`config.mk`:
```
export PLATFORM = sky130hd
export DESIGN_NAME = instr_fetch
export DESIGN_NICKNAME = d
export VERILOG_FILES = /design/src/rtl/instr_fetch.sv
export SDC_FILE = /design/constraint.sdc
export NUM_CORES = 1
export LEC_CHECK = 0
export CORE_ASPECT_RATIO = 0.7
export CORE_MARGIN = 8
export CORE_UTILIZATION = 48
export DETAILED_ROUTE_END_ITERATION = 8
export DONT_BUFFER_PORTS = 1
export PLACE_DENSITY = 0.64
export SLEW_MARGIN = 20
export SYNTH_ARGS = -nofsm -noshare
export SYNTH_HDL_FRONTEND = slang
export SYNTH_SLANG_ARGS = --single-unit
```
`constraint.sdc`:
```
create_clock -name clk -period 6.1 [get_ports clk]
set_input_delay 1.22 -clock clk [delete_from_list [all_inputs] [get_ports clk]]
set_output_delay 1.22 -clock clk [all_outputs]
set_load 0.02 [all_outputs]
```
`src/rtl/instr_fetch.sv`:
```
// Instruction fetch stage: a small program store walked from address 0 on start,
// issuing each {opcode, operand1, operand2} word to the execute stage over valid/ready.
module instr_fetch #(
    parameter int DEPTH = 16,
    parameter int AW    = 4
) (
    input  logic          clk,
    input  logic          reset_n,
    input  logic          prog_we,
    input  logic [AW-1:0] prog_addr,
    input  logic [17:0]   prog_data,
    input  logic [AW:0]   prog_len,
    input  logic          start,
    input  logic          abort,
    input  logic          out_ready,
    output logic          out_valid,
    output logic [1:0]    out_opcode,
    output logic [7:0]    out_operand1,
    output logic [7:0]    out_operand2,
    output logic          busy,
    output logic          done,
    output logic [AW-1:0] pc,
    output logic [1:0]    dbg_state
);

    // Handshake: a word transfers on any rising edge where out_valid & out_ready are both
    // high; once raised, out_valid and out_* hold steady until that transfer (or an abort).

    typedef enum logic [1:0] {
        S_IDLE  = 2'd0,
        S_FETCH = 2'd1,
        S_ISSUE = 2'd2,
        S_DONE  = 2'd3
    } state_t;

    localparam logic [AW:0] DEPTH_L = (AW+1)'(DEPTH);

    state_t        state_q, state_d;
    logic [AW-1:0] pc_q, pc_d;
    logic [AW:0]   len_q, len_d;
    logic          valid_q, valid_d;
    logic [17:0]   word_q, word_d;
    logic [17:0]   mem [DEPTH];
    logic          mem_we;
    logic [AW:0]   len_clamped;
    logic          last_word;

    assign len_clamped = (prog_len > DEPTH_L) ? DEPTH_L : prog_len;
    assign last_word   = ({1'b0, pc_q} == (len_q - (AW+1)'(1)));
    assign mem_we      = (state_q == S_IDLE) && prog_we;

    always_comb begin
        state_d = state_q;
        pc_d    = pc_q;
        len_d   = len_q;
        valid_d = valid_q;
        word_d  = word_q;
        case (state_q)
            S_IDLE: begin
                if (start) begin
                    len_d   = len_clamped;
                    pc_d    = '0;
                    state_d = (len_clamped != '0) ? S_FETCH : S_DONE;
                end
            end
            S_FETCH: begin
                if (abort) begin
                    state_d = S_IDLE;
                    pc_d    = '0;
                end else begin
                    word_d  = mem[pc_q];
                    valid_d = 1'b1;
                    state_d = S_ISSUE;
                end
            end
            S_ISSUE: begin
                // abort wins over a handshake in the same cycle
                if (abort) begin
                    state_d = S_IDLE;
                    valid_d = 1'b0;
                    pc_d    = '0;
                end else if (valid_q && out_ready) begin
                    valid_d = 1'b0;
                    if (last_word) begin
                        state_d = S_DONE;
                    end else begin
                        pc_d    = pc_q + AW'(1);
                        state_d = S_FETCH;
                    end
                end
            end
            S_DONE: begin
                state_d = S_IDLE;
                pc_d    = '0;
            end
            default: begin
                state_d = S_IDLE;
                pc_d    = '0;
                valid_d = 1'b0;
            end
        endcase
    end

    always_ff @(posedge clk or negedge reset_n) begin
        if (!reset_n) begin
            state_q <= S_IDLE;
            pc_q    <= '0;
            len_q   <= '0;
            valid_q <= 1'b0;
            word_q  <= '0;
        end else begin
            state_q <= state_d;
            pc_q    <= pc_d;
            len_q   <= len_d;
            valid_q <= valid_d;
            word_q  <= word_d;
        end
    end

    // Program store is deliberately left out of reset so a program survives a reset.
    always_ff @(posedge clk) begin
        if (mem_we) begin
            mem[prog_addr] <= prog_data;
        end
    end

    assign out_valid    = valid_q;
    assign out_opcode   = word_q[17:16];
    assign out_operand1 = word_q[15:8];
    assign out_operand2 = word_q[7:0];
    assign busy         = (state_q != S_IDLE);
    assign done         = (state_q == S_DONE);
    assign pc           = pc_q;
    assign dbg_state    = state_q;

endmodule

```
[After elaboration in Yosys (flattened, before gate mapping)]
Memories as Yosys holds them, arrays and structs flattened. A register that Yosys moved wholly into a read port is not among the register bits.
Cells that the tools add are included.
Word-level totals
  memories kept: 1
  register bits after elaboration: 12
  logic and storage cells: 50
  RAM bits: 288
  output and inout port bits: 27
Memory list
  mem: words 16, width 18, read ports 1, clocked after Yosys merged registers in 1, write ports 1, RTL line 43  | logic [17:0] mem [DEPTH];
Cells by class
  bitwise logic cells: 1
  add/subtract/negate cells: 2
  order comparisons: 1
  reduce and logical (&&, ||, !) cells: 12
  equal/unequal tests: 9
  mux-type cells: 20
Operator list (count)
  2-to-1 mux 4 bit: 5
  one-hot mux 4 bit (4 select lines): 1
  2-to-1 mux 2 bit: 6
  one-hot mux 2 bit (4 select lines): 1
  inequality test 2 bit, second input constant: 3
  inequality test 3 bit, second input constant: 2
  AND reduction 2 bit: 3
  == test 4 x 5 -> 1 bit: 1
  > comparator 5 bit, second input constant: 1
  2-to-1 mux 1 bit: 5
  2-to-1 mux 5 bit: 1
  nonzero test 5 bit: 1
  subtractor 5 x 1 -> 5 bit, second input constant: 1
  adder 4 x 1 -> 4 bit, second input constant: 1
  == test 2 bit, second input constant: 2
  AND reduction 4 bit: 1
  nonzero test 2 bit: 2
  AND reduction 3 bit: 1
  == test 2 x 1 -> 1 bit, second input constant: 1
  logical AND 1 bit: 2
  zero test 2 bit: 1
  one-hot mux 1 bit (2 select lines): 1
  zero test 1 bit: 1
  NOT 1 bit: 1

[Logic depth before layout (Yosys ltp)]
Gate-level depths: netlist of the first run.
  depth after elaboration: 6
  depth in mapped cells: 8
  mapped depth without buffers: 7

[Worst setup path before layout of the first run]
OpenSTA, ideal clock, no wires.
  kind: input to register
  start: input port prog_addr[3]
  end: memory mem[0][0], enable pin
  slack: 2.764 ns
  library setup time: 0.416 ns
  required time: 5.684 ns
  buffers on the path: 0
  arrival time: 2.920 ns
  stages on the path: 2
  cells stage by stage: or3_1 -> nor3_1
RTL lines
  start, declared: RTL line 10  | input logic [AW-1:0] prog_addr,
  end, declared: RTL line 43
Straight into the memory's write port.

[Worst setup path after layout of the first run]
  start: register state_q[0], in the netlist dbg_state[0]
  end: output port busy
On the way
  cells in the longest elaborated chain, start to end: 1
RTL lines
  start, declared: RTL line 38  | state_t state_q, state_d;
  start signal, assigned: RTL line 112  | state_q <= state_d;
  nonzero test 2 bit: RTL line 131  | assign busy = (state_q != S_IDLE);
  end, declared: RTL line 20  | output logic busy,
No other way between the ends.

==> metrics.md, run 1 <==
| Metric | Value |
|---|---|
| Status | `complete, no violations` |
| Peak Freq | `315 MHz` |
| Number of global-route vias before repair | `6014` |
| Top delay family on crit path | `simple AND/OR/NAND/NOR gates` |
| Crit Path Class | `flip-flop to output pin` |
| Total number of vias | `5829` |
| Most frequent cells in the layout | `edfxtp_1 (288), mux4_2 (64), clkbuf_16 (30)` |
| FFs w/ async S/R, synth | `0.0943` |
| H-Tree Depth | `1` |
| Worst Path Required | `4.88 ns` |
| Post-CTS setup buffers | `0` |
| Mux contribution to synthesized area | `0.165` |
| Adder-Cell Fraction of Synth Area | `0.00201` |
| Area Overhead vs Synth | `10.9%` |
| CP peak stage delay | `0.58 ns` |
| MaxCap Viol Count | `0` |
| DR DRC count | `0` |
| Largest net degree at the start of global routing | `70` |
| Hold Path Class | `input pin to async pin` |
| # setup viols final | `0` |
| CP endpoint kind | `output pin` |
| Synth Register Bits | `318` |
| CTS clk-pin slew, worst paths | `0.06 ns` |
| Row count | `49` |
| IO Port Bufs | `0` |
| Die height | `151 um` |
| Tmin final | `3.18 ns` |
| Average cell area after synthesis | `21.1 um2` |
| Yosys cell types | `44` |
| Fin cells | `963` |
| DRT iter0 DRCs | `579` |
| Vias/cell | `6.05` |
| Setup TNS | `0 ns` |
| Seq/Total Area, Yosys | `0.754` |
| Post-layout util | `0.539` |
| Synth Area in Simple Gates | `0.0333` |
| Placer congestion estimate | `0.794` |
| Synth Net Count | `627` |
| Worst slew margin relative to its limit | `0.264` |
| Post-CTS sizing | `0` |
| First-pass GRT wire length | `39900 um` |
| Initial antenna violation count | `0` |
| Cts hold-fix bufs | `0` |
| CTS root buffer | `clkbuf_16` |
| IO Pins | `60` |
| Compound-Gate Fraction of Synth Area | `0.0248` |
| Area of the core | `25600 um2` |
| Critical Path Source Type | `flip-flop` |
| Worst path cell trace | `nor2_1, inv_1` |
| Worst-Margin Slew | `1.10 ns` |
| Clock Skew | `0.0169 ns` |
| Crit-path slowest cell | `nor2_1` |
| Initial core utilization | `0.486` |
| Mapped Area | `12500 um2` |
| CP max FO | `12` |
| Gr ovfl total | `0` |
| Xor/xnor share of the synthesized area | `0.00351` |
| Post-route clock period utilization | `0.521` |
| Post-synth EDFFs | `288` |
| Layout cell share with drive strength beyond 1 | `0.259` |
| Most common library cell in the layout ignoring fill and taps | `edfxtp_1` |
| Leak Pwr | `4.29 nW` |
| Final Net Count | `643` |
| Die area | `31500 um2` |
| HPWL after DPL | `15400 um` |
| Drt wl/cell | `27.8 um` |
| GRT Overall Usage | `0.172` |
| Dominant synthesized flop cell | `edfxtp_1` |
| Worst path bufs/invs | `1` |
| # clock sinks | `318` |
| First-pass iteration count of the detailed router | `5` |
| Diode count | `0` |
| Final hold viol count | `0` |
| PD cells | `340 nW/um2` |
| Largest family of logic cells by synthesized area | `multiplexers` |
| Peak supply drop | `0.000339 V` |
| Slew Limit Fails | `0` |
| CTS Buf Count | `30` |
| Mapped Cells | `592` |
| Yosys warning total | `0` |
| Post-Place Cells | `907` |
| DIE WIDTH | `209 um` |
| Total wire length | `26800 um` |
| Fillcell total | `1941` |
| RSZ-0062 raised after global routing | `false` |
| ANT nets after route | `0` |
| Max Buffers Root-to-Sink | `3` |
| Arrival time worst endpoint | `1.96 ns` |
| Clk_lat worst skew | `0.56 ns` |
| CTS tree | `done` |
cells in the mapped netlist (all sizes together) (2+ instances only):
master | count | share of area
edfxtp | 288 | 0.69
mux4 | 72 | 0.13
dfrtp | 30 | 0.060
nor2 | 23 | 0.0069
nor3 | 23 | 0.0092
mux2 | 19 | 0.017
mux2i | 19 | 0.015
a221o | 18 | 0.014
buf | 17 | 0.012
clkbuf | 14 | 0.0042
nand2 | 14 | 0.0042
nand2b | 7 | 0.0035
o21ai | 7 | 0.0028
inv | 5 | 0.0015
xnor2 | 4 | 0.0028
a21oi | 3 | 0.0012
nand3 | 3 | 0.0012
ha | 2 | 0.0020
nand3b | 2 | 0.0012
nor4 | 2 | 0.0010
o311ai | 2 | 0.0014
power by group:
part	leakage, nW	total [W]	switching, W	internal, W
Clock	0.461	0.00179	0.000786	0.00101
Sequential	2.97	0.00264	0.000178	0.00246
Combinational	0.863	0.000266	0.000126	0.000141
Total	4.29	0.00470	0.00109	0.00361
state kept, by name, summed over array words and instances (netlist names):
signal     cells
pc             4
len_q          5
word_q        18
dbg_state      2
mem          288
out_valid      1
worst register-to-register path: cells and delay by family (launching register included):
family           cells  cell delay [ns]
flip-flops           1             0.55
AND/OR/NAND/NOR      4             2.13
worst paths after layout:
path                         startpoint         end  slack (ns)  depth (start not counted)
max                        dbg_state[0]        busy        2.92                          2
min                             reset_n  word_q[11]        0.35                          0
max reg2reg                dbg_state[0]   mem[2][2]        3.03                          4
min reg2reg                    len_q[1]    len_q[1]        0.57                          2
max in group asynchronous       reset_n       pc[0]        5.64                          0
min in group clk               len_q[1]    len_q[1]        0.57                          2
cells by family (layout without fill, tap and decap cells):
| logic type | after synthesis | count (layout) |
|---|---|---|
| buffers and inverters | 36 | 76 |
| AO/OA/AOI/OAI | 37 | 37 |
| multiplexers | 110 | 110 |
| flip-flops | 318 | 318 |
| AND/OR/NAND/NOR | 84 | 84 |
| XOR/XNOR | 5 | 5 |
| adder cells (fa/ha/maj) | 2 | 2 |
stage by stage:
| stage | hold WS [ns] | total power [W] | setup slack, ns | instance area (um2) |
|---|---|---|---|---|
| finish | 0.354 | 0.00470 | 2.92 | 13800 |
| floorplan | 0.473 | 0.00286 | 2.76 | 12500 |
| CTS | 0.320 | 0.00474 | 2.92 | 13800 |
| global placement | 0.506 | 0.00295 | 3.03 | 12900 |
| detailed placement | 0.552 | 0.00296 | 3.06 | 12900 |
| global route | 0.313 | 0.00485 | 2.88 | 13800 |
metal layers:
| metal | global-route usage | wire length, um | vias to the layer above |
|---|---|---|---|
| li1 | - | - | 2507 |
| met1 | 0.235 | 11600 | 3099 |
| met2 | 0.276 | 12800 | 193 |
| met3 | 0.0482 | 2040 | 30 |
| met4 | 0.0351 | 354 | 0 |
| met5 | 0 | 0 | - |
cell type report:
type,instances,area [um2],share of cell area
Clock buffer,37,787,0.0569
Multi-Input combinational cell,238,2920,0.211
Clock inverter,19,166,0.0120
Tap cell,331,414,0.0300
Timing Repair Buffer,15,113,0.00815
Inverter,5,18.8,0.00136
Sequential cell,318,9410,0.681
No activity file was read; power rests on OpenSTA's default activity.
==> inputs of run 2 (changes only) <==
Settings changed: PLACE_DENSITY 0.64 to 0.66.
Clock period 6.1 ns to 2.9 ns, I/O delays scaled along.
==> run 2 against run 1 <==
  * First-iteration DRC count is 7.9% lower
  * Largest cell class unchanged
  * Sequential power is 110% higher
  * Final cell count is 2.0% higher
==> metrics.md, run 2 (synthesis gave the netlist of run 1 again) <==
| Metric | Value |
|---|---|
| HPWL after DPL | `15900 um (was 15400 um)` |
| PD cells | `717 nW/um2 (was 340 nW/um2)` |
| Diode count | `0 (unchanged)` |
| Setup TNS | `0 ns (unchanged)` |
| P_int | `0.00782 W (was 0.00361 W)` |
| CTS tree | `done (unchanged)` |
| Drt wl/cell | `27.5 um (was 27.8 um)` |
| Die area | `31500 um2 (unchanged)` |
| # setup viols final | `0 (unchanged)` |
| Area of the core | `25600 um2 (unchanged)` |
| Most common library cell in the layout ignoring fill and taps | `edfxtp_1 (unchanged)` |
| Max reg flops | `288 (unchanged)` |
| DIE WIDTH | `209 um (unchanged)` |
| Worst path bufs/invs | `1 (unchanged)` |
| Arrival time worst endpoint | `2.50 ns (was 1.96 ns)` |
| Post-CTS setup buffers | `0 (unchanged)` |
| Number of global-route vias before repair | `6218 (was 6014)` |
| Tmin final | `2.28 ns` |
| Top delay family on crit path | `simple AND/OR/NAND/NOR gates (unchanged)` |
| Most frequent cells in the layout | `edfxtp_1 (288), mux4_2 (64), clkbuf_16 (29) (was edfxtp_1 (288), mux4_2 (64), clkbuf_16 (30))` |
| Final hold viol count | `0 (unchanged)` |
| Initial core utilization | `0.486 (unchanged)` |
| Cts hold-fix bufs | `2 (was 0)` |
| Crit Path Class | `flip-flop to flip-flop (was flip-flop to output pin)` |
| CTS clk-pin slew, worst paths | `0.07 ns (was 0.06 ns)` |
| Seq pwr share | `0.546 (was 0.562)` |
| Die height | `151 um (unchanged)` |
| Peak supply drop | `0.000580 V (was 0.000339 V)` |
| Worst hold slack | `0.119 ns (was 0.354 ns)` |
| CP peak stage delay | `0.46 ns (was 0.58 ns)` |
| Area Overhead vs Synth | `13.3% (was 10.9%)` |
| Final Net Count | `663 (was 643)` |
| Layout cell share with drive strength beyond 1 | `0.290 (was 0.259)` |
| Clock power share | `0.392 (was 0.381)` |
| First-pass iteration count of the detailed router | `5 (unchanged)` |
| Row count | `49 (unchanged)` |
| Worst Path Required | `3.11 ns (was 4.88 ns)` |
| CTS Buf Count | `29 (was 30)` |
| RSZ-0062 raised after global routing | `false (unchanged)` |
| MaxCap Viol Count | `0 (unchanged)` |
| Gate power share | `0.063 (was 0.057)` |
| Max Buffers Root-to-Sink | `3 (unchanged)` |
| ANT nets after route | `0 (unchanged)` |
| Worst path cell trace | `nor2_1, nand2_1, or3_1, nor3_4, buf_4 (was nor2_1, inv_1)` |
| Total wire length | `27000 um (was 26800 um)` |
| Largest Register | `mem (unchanged)` |
| Total number of vias | `5937 (was 5829)` |
| Largest net degree at the start of global routing | `37 (was 70)` |
| CP endpoint kind | `flip-flop (was output pin)` |
| Hold Path Class | `input pin to flip-flop (was input pin to async pin)` |
| DRT iter0 DRCs | `533 (was 579)` |
| IO Port Bufs | `0 (unchanged)` |
| Post-route clock period utilization | `0.788` |
| Sw Share | `0.228 (was 0.232)` |
| Leak Pwr | `4.45 nW (was 4.29 nW)` |
| Post-CTS sizing | `0 (unchanged)` |
| Crit-path slowest cell | `nor2_1 (unchanged)` |
| Worst slew margin relative to its limit | `0.609 (was 0.264)` |
| Critical Path Source Type | `flip-flop (unchanged)` |
| Placer congestion estimate | `0.797 (was 0.794)` |
| Status | `complete, no violations (unchanged)` |
| CP max FO | `18 (was 12)` |
| Worst-Margin Slew | `0.585 ns (was 1.10 ns)` |
| IO Pins | `60 (unchanged)` |
| Slew Limit Fails | `0 (unchanged)` |
| Gr ovfl total | `0 (unchanged)` |
| # clock sinks | `318 (unchanged)` |
| Fillcell total | `1926 (was 1941)` |
| Vias/cell | `6.05 (about the same)` |
| DR DRC count | `0 (unchanged)` |
| Psw | `0.00231 W (was 0.00109 W)` |
| Initial antenna violation count | `0 (unchanged)` |
| Largest regs | `mem: 288 flops, word_q: 18 flops, len_q: 5 flops (unchanged)` |
| CTS root buffer | `clkbuf_16 (unchanged)` |
| Peak Freq | `438 MHz` |
| First-pass GRT wire length | `40200 um (was 39900 um)` |
| Clk_lat worst skew | `0.55 ns (was 0.56 ns)` |
| GRT Overall Usage | `0.172 (about the same)` |
| Clock Skew | `0.0178 ns (was 0.0169 ns)` |
| H-Tree Depth | `1 (unchanged)` |
==> run 2: cell count changes in the layout (fill, tap and decap cells not counted), sizes merged <==
cell,change
buf,+20
bufinv,+3
clkbuf,-5
clkinv,-4
clkinvlp,+3
dlygate4sd3,+1
inv,+1
==> run 2: path summary, 6_finish.rpt <==
check / from / end / slack, ns / depth (start not counted)
worst min-delay path: prog_data[5] / mem[12][5] / 0.12 / 0
max in group asynchronous: reset_n / pc[2] / 2.07 / 2
min in group asynchronous: reset_n / word_q[6] / 0.59 / 2
worst max-delay path: dbg_state[1] / mem[0][17] / 0.62 / 5
worst max register to register: dbg_state[1] / mem[0][17] / 0.62 / 5
worst min register to register: len_q[1] / len_q[1] / 0.53 / 2
==> run 2: final cells by class <==
type,instances,area [um2],area share
flip-flops and latches,318,9410,0.666
multi-input cells,238,2910,0.206
clock buffers,32,747,0.0529
well taps,331,414,0.0293
repair buffers,36,373,0.0264
clock inverters,22,254,0.0180
inverters,5,18.8,0.00133
==> run 2: through the flow <==
stage,std cells,power [W],utilization,setup slack [ns],cell area [um2]
6_report,982,0.0101,0.551,0.616,14100
4_1_cts,982,0.0102,0.551,0.624,14100
5_1_grt,982,0.0104,0.551,0.491,14100
3_5_place_dp,926,0.00625,0.511,0.638,13100
3_3_place_gp,926,0.00624,0.511,0.691,13100
2_1_floorplan,592,0.00601,-,0.0953,12500
==> run 2: layer usage <==
layer  share of wire  up-vias  wire, um  GRT usage
met5               0        -         0          0
li1                -     2547         -          -
met2            0.47      194     12700      0.287
met1            0.44     3160     12000      0.235
met4           0.019        0       514     0.0408
met3           0.065       36      1750     0.0358
==> run 2: power by group through the flow <==
stage | Clock [W] | Sequential [W] | Combinational, W
final | 0.00397 | 0.00552 | 0.000634
after global routing | 0.00420 | 0.00554 | 0.000685
after CTS | 0.00404 | 0.00554 | 0.000638
after detailed placement | 0 | 0.00563 | 0.000619
after global placement | 0 | 0.00563 | 0.000604
after floorplan | 0 | 0.00551 | 0.000500
==> inputs of run 3 (changes only) <==
Clock period 2.9 ns to 2.1 ns, I/O delays scaled along.
==> run 3 against run 2 <==
  * Flip-flop and latch count stayed put
  * Final cell count is 2.4% higher
  * Hold slack worse by 0.079 ns
  * Largest power group unchanged
  * Non-clock buffer count is 23 higher
  * Highest routed layer unchanged
==> metrics.md, run 3 (synthesis gave the netlist of run 1 again) <==
| Metric | Value |
|---|---|
| Status | `complete, no violations (unchanged)` |
| Tmin final | `2.06 ns (was 2.28 ns)` |
| Peak Freq | `485 MHz (was 438 MHz)` |
| DIE WIDTH | `209 um (unchanged)` |
| Clk_lat worst skew | `0.55 ns (about the same)` |
| # clock sinks | `318 (unchanged)` |
| Drt wl/cell | `26.8 um (was 27.5 um)` |
| Final hold viol count | `0 (unchanged)` |
| RSZ-0062 raised after global routing | `false (unchanged)` |
| H-Tree Depth | `1 (unchanged)` |
| Area of the core | `25600 um2 (unchanged)` |
| Max reg flops | `288 (unchanged)` |
| GRT Overall Usage | `0.172 (about the same)` |
| First-pass iteration count of the detailed router | `4 (was 5)` |
| Row count | `49 (unchanged)` |
| Gr ovfl total | `0 (unchanged)` |
| Worst Min Path Start | `prog_len[4] (was prog_data[5])` |
| Reg2Reg Depth | `7 (was 5)` |
| Critical R2R Launch | `len_q[0] (was dbg_state[1])` |
| Setup TNS | `0 ns (unchanged)` |
| Peak supply drop | `0.000758 V (was 0.000580 V)` |
| Leak Pwr | `4.62 nW (was 4.45 nW)` |
| CP max FO | `6 (was 18)` |
| Initial core utilization | `0.486 (unchanged)` |
| CP peak stage delay | `0.49 ns (was 0.46 ns)` |
| Largest regs | `mem: 288 flops, word_q: 18 flops, len_q: 5 flops (unchanged)` |
| Largest Register | `mem (unchanged)` |
| Crit-path slowest cell | `or4b_1 (was nor2_1)` |
| Die height | `151 um (unchanged)` |
| Psw | `0.00316 W (was 0.00231 W)` |
| IO Pins | `60 (unchanged)` |
| Worst slew margin relative to its limit | `0.617 (was 0.609)` |
| Total wire length | `27000 um (about the same)` |
| Reg-to-reg setup timing slack | `0.04 ns (was 0.62 ns)` |
| Clock power share | `0.380 (was 0.392)` |
| Placed inst area | `13400 um2 (was 13100 um2)` |
| Seq pwr share | `0.546 (about the same)` |
| PD cells | `956 nW/um2 (was 717 nW/um2)` |
| CTS root buffer | `clkbuf_16 (unchanged)` |
| Max Buffers Root-to-Sink | `3 (unchanged)` |
| First-pass GRT wire length | `40300 um (was 40200 um)` |
| Arrival time worst endpoint | `2.53 ns (was 2.50 ns)` |
| Layout cell share with drive strength beyond 1 | `0.282 (was 0.290)` |
| CTS tree | `done (unchanged)` |
| Post-Place Cells | `931 (was 926)` |
| DR DRC count | `0 (unchanged)` |
| Total number of vias | `6092 (was 5937)` |
| Post-route cell area | `14600 um2 (was 14100 um2)` |
| Gate power share | `0.074 (was 0.063)` |
| Worst r2r dst | `pc[2] (was mem[0][17])` |
| Worst path bufs/invs | `1 (unchanged)` |
| Final Net Count | `686 (was 663)` |
| HPWL after DPL | `15800 um (was 15900 um)` |
| Hold depth | `1 (was 0)` |
| Hold Path Class | `input pin to flip-flop (unchanged)` |
| Critical Path Source Type | `flip-flop (unchanged)` |
| # setup viols final | `0 (unchanged)` |
| Post-route clock period utilization | `0.982 (was 0.788)` |
| Worst-Margin Slew | `0.572 ns (was 0.585 ns)` |
| ANT nets after route | `0 (unchanged)` |
| Initial antenna violation count | `1 (was 0)` |
| Post-CTS sizing | `0 (unchanged)` |
| IO Port Bufs | `0 (unchanged)` |
| Slew Limit Fails | `0 (unchanged)` |
| Clock Skew | `0.0204 ns (was 0.0178 ns)` |
| DRT iter0 DRCs | `548 (was 533)` |
| Most frequent cells in the layout | `edfxtp_1 (288), mux4_2 (64), clkbuf_16 (29) (unchanged)` |
| Die area | `31500 um2 (unchanged)` |
| CTS Buf Count | `29 (unchanged)` |
| Top delay family on crit path | `simple AND/OR/NAND/NOR gates (unchanged)` |
| WHS Endpoint | `len_q[4] (was mem[12][5])` |
| Largest net degree at the start of global routing | `37 (unchanged)` |
| Total Power | `0.0139 W (was 0.0101 W)` |
| Most common library cell in the layout ignoring fill and taps | `edfxtp_1 (unchanged)` |
| MaxCap Viol Count | `0 (unchanged)` |
| Vias/cell | `6.06 (was 6.05)` |
| CP endpoint kind | `flip-flop (unchanged)` |
| Worst path cell trace | `inv_1, ha_1, nor4bb_1, a22o_1, o211a_1, or4b_1, nand3_1 (was nor2_1, nand2_1, or3_1, nor3_4, buf_4)` |
| CTS clk-pin slew, worst paths | `0.06 ns (was 0.07 ns)` |
| Sw Share | `0.227 (was 0.228)` |
| Crit Path Class | `flip-flop to flip-flop (unchanged)` |
| Area Overhead vs Synth | `16.9% (was 13.3%)` |
| Worst Path Required | `2.56 ns (was 3.11 ns)` |
| Number of global-route vias before repair | `6291 (was 6218)` |
| P_int | `0.0108 W (was 0.00782 W)` |
| Placer congestion estimate | `0.728 (was 0.797)` |
| Fin cells | `1006 (was 982)` |
-- run 3: cell type report --
cell class                      instances  area (um2)
Fill cell                            1865       11100
Sequential cell                       318        9410
Multi-Input combinational cell        238        2940
Timing Repair Buffer                   59         816
Clock buffer                           35         778
Tap cell                              331         414
Clock inverter                         19         190
Inverter                                5        18.8
Antenna cell                            1        2.50
-- run 3: repair_timing --
| action | in CTS | in global routing |
|---|---|---|
| hold buffers | 20 | 0 |
| hold endpoints to repair | 318 | 0 |
| buffers inserted | 0 | 0 |
-- run 3: layer usage --
metal / GRT usage / vias up / share of wire
met5: 0 / - / 0
met4: 0.0404 / 0 / 0.022
met3: 0.0320 / 47 / 0.061
met2: 0.266 / 196 / 0.45
met1: 0.255 / 3253 / 0.47
li1: - / 2596 / -
-- run 3: power groups by stage --
| stage | Clock, W | Sequential (W) | Combinational, W |
|---|---|---|---|
| final | 0.00530 | 0.00760 | 0.00103 |
| after global routing | 0.00565 | 0.00763 | 0.00112 |
| after CTS | 0.00541 | 0.00761 | 0.00104 |
| after detailed placement | 0 | 0.00774 | 0.000919 |
| after global placement | 0 | 0.00774 | 0.000888 |
| after floorplan | 0 | 0.00760 | 0.000713 |
-- run 3: worst max path at each step --
stage / startpoint / slack (ns) / cells after the start / endpoint
after floorplan: dbg_state[1] / -0.09 / 6 / mem[6][0]
after global placement: pc[0] / 0.06 / 4 / word_q[11]
after detailed placement: pc[0] / 0.07 / 4 / word_q[11]
after CTS: len_q[0] / 0.05 / 7 / pc[2]
after global routing: pc[0] / 0.001 / 4 / word_q[11]
final: len_q[0] / 0.04 / 7 / pc[2]
-- run 3: worst reg2reg max path: cells and delay by family, from the launching register on --
| kind | cells | cell delay [ns] |
|---|---|---|
| simple gates | 3 | 0.73 |
| fa+ha+maj | 1 | 0.24 |
| compound gates | 2 | 0.53 |
| flops | 1 | 0.43 |
| buf+inv | 1 | 0.07 |
-- run 3: through the flow --
stage / setup slack (ns) / hold WS, ns / utilization
6_report: 0.0378 / 0.0397 / 0.568
5_1_grt: 0.00129 / 0.0118 / 0.568
4_1_cts: 0.0481 / 0.0170 / 0.568
3_5_place_dp: 0.0654 / 0.126 / 0.522
3_3_place_gp: 0.0644 / 0.127 / 0.522
2_1_floorplan: -0.0914 / 0.124 / -
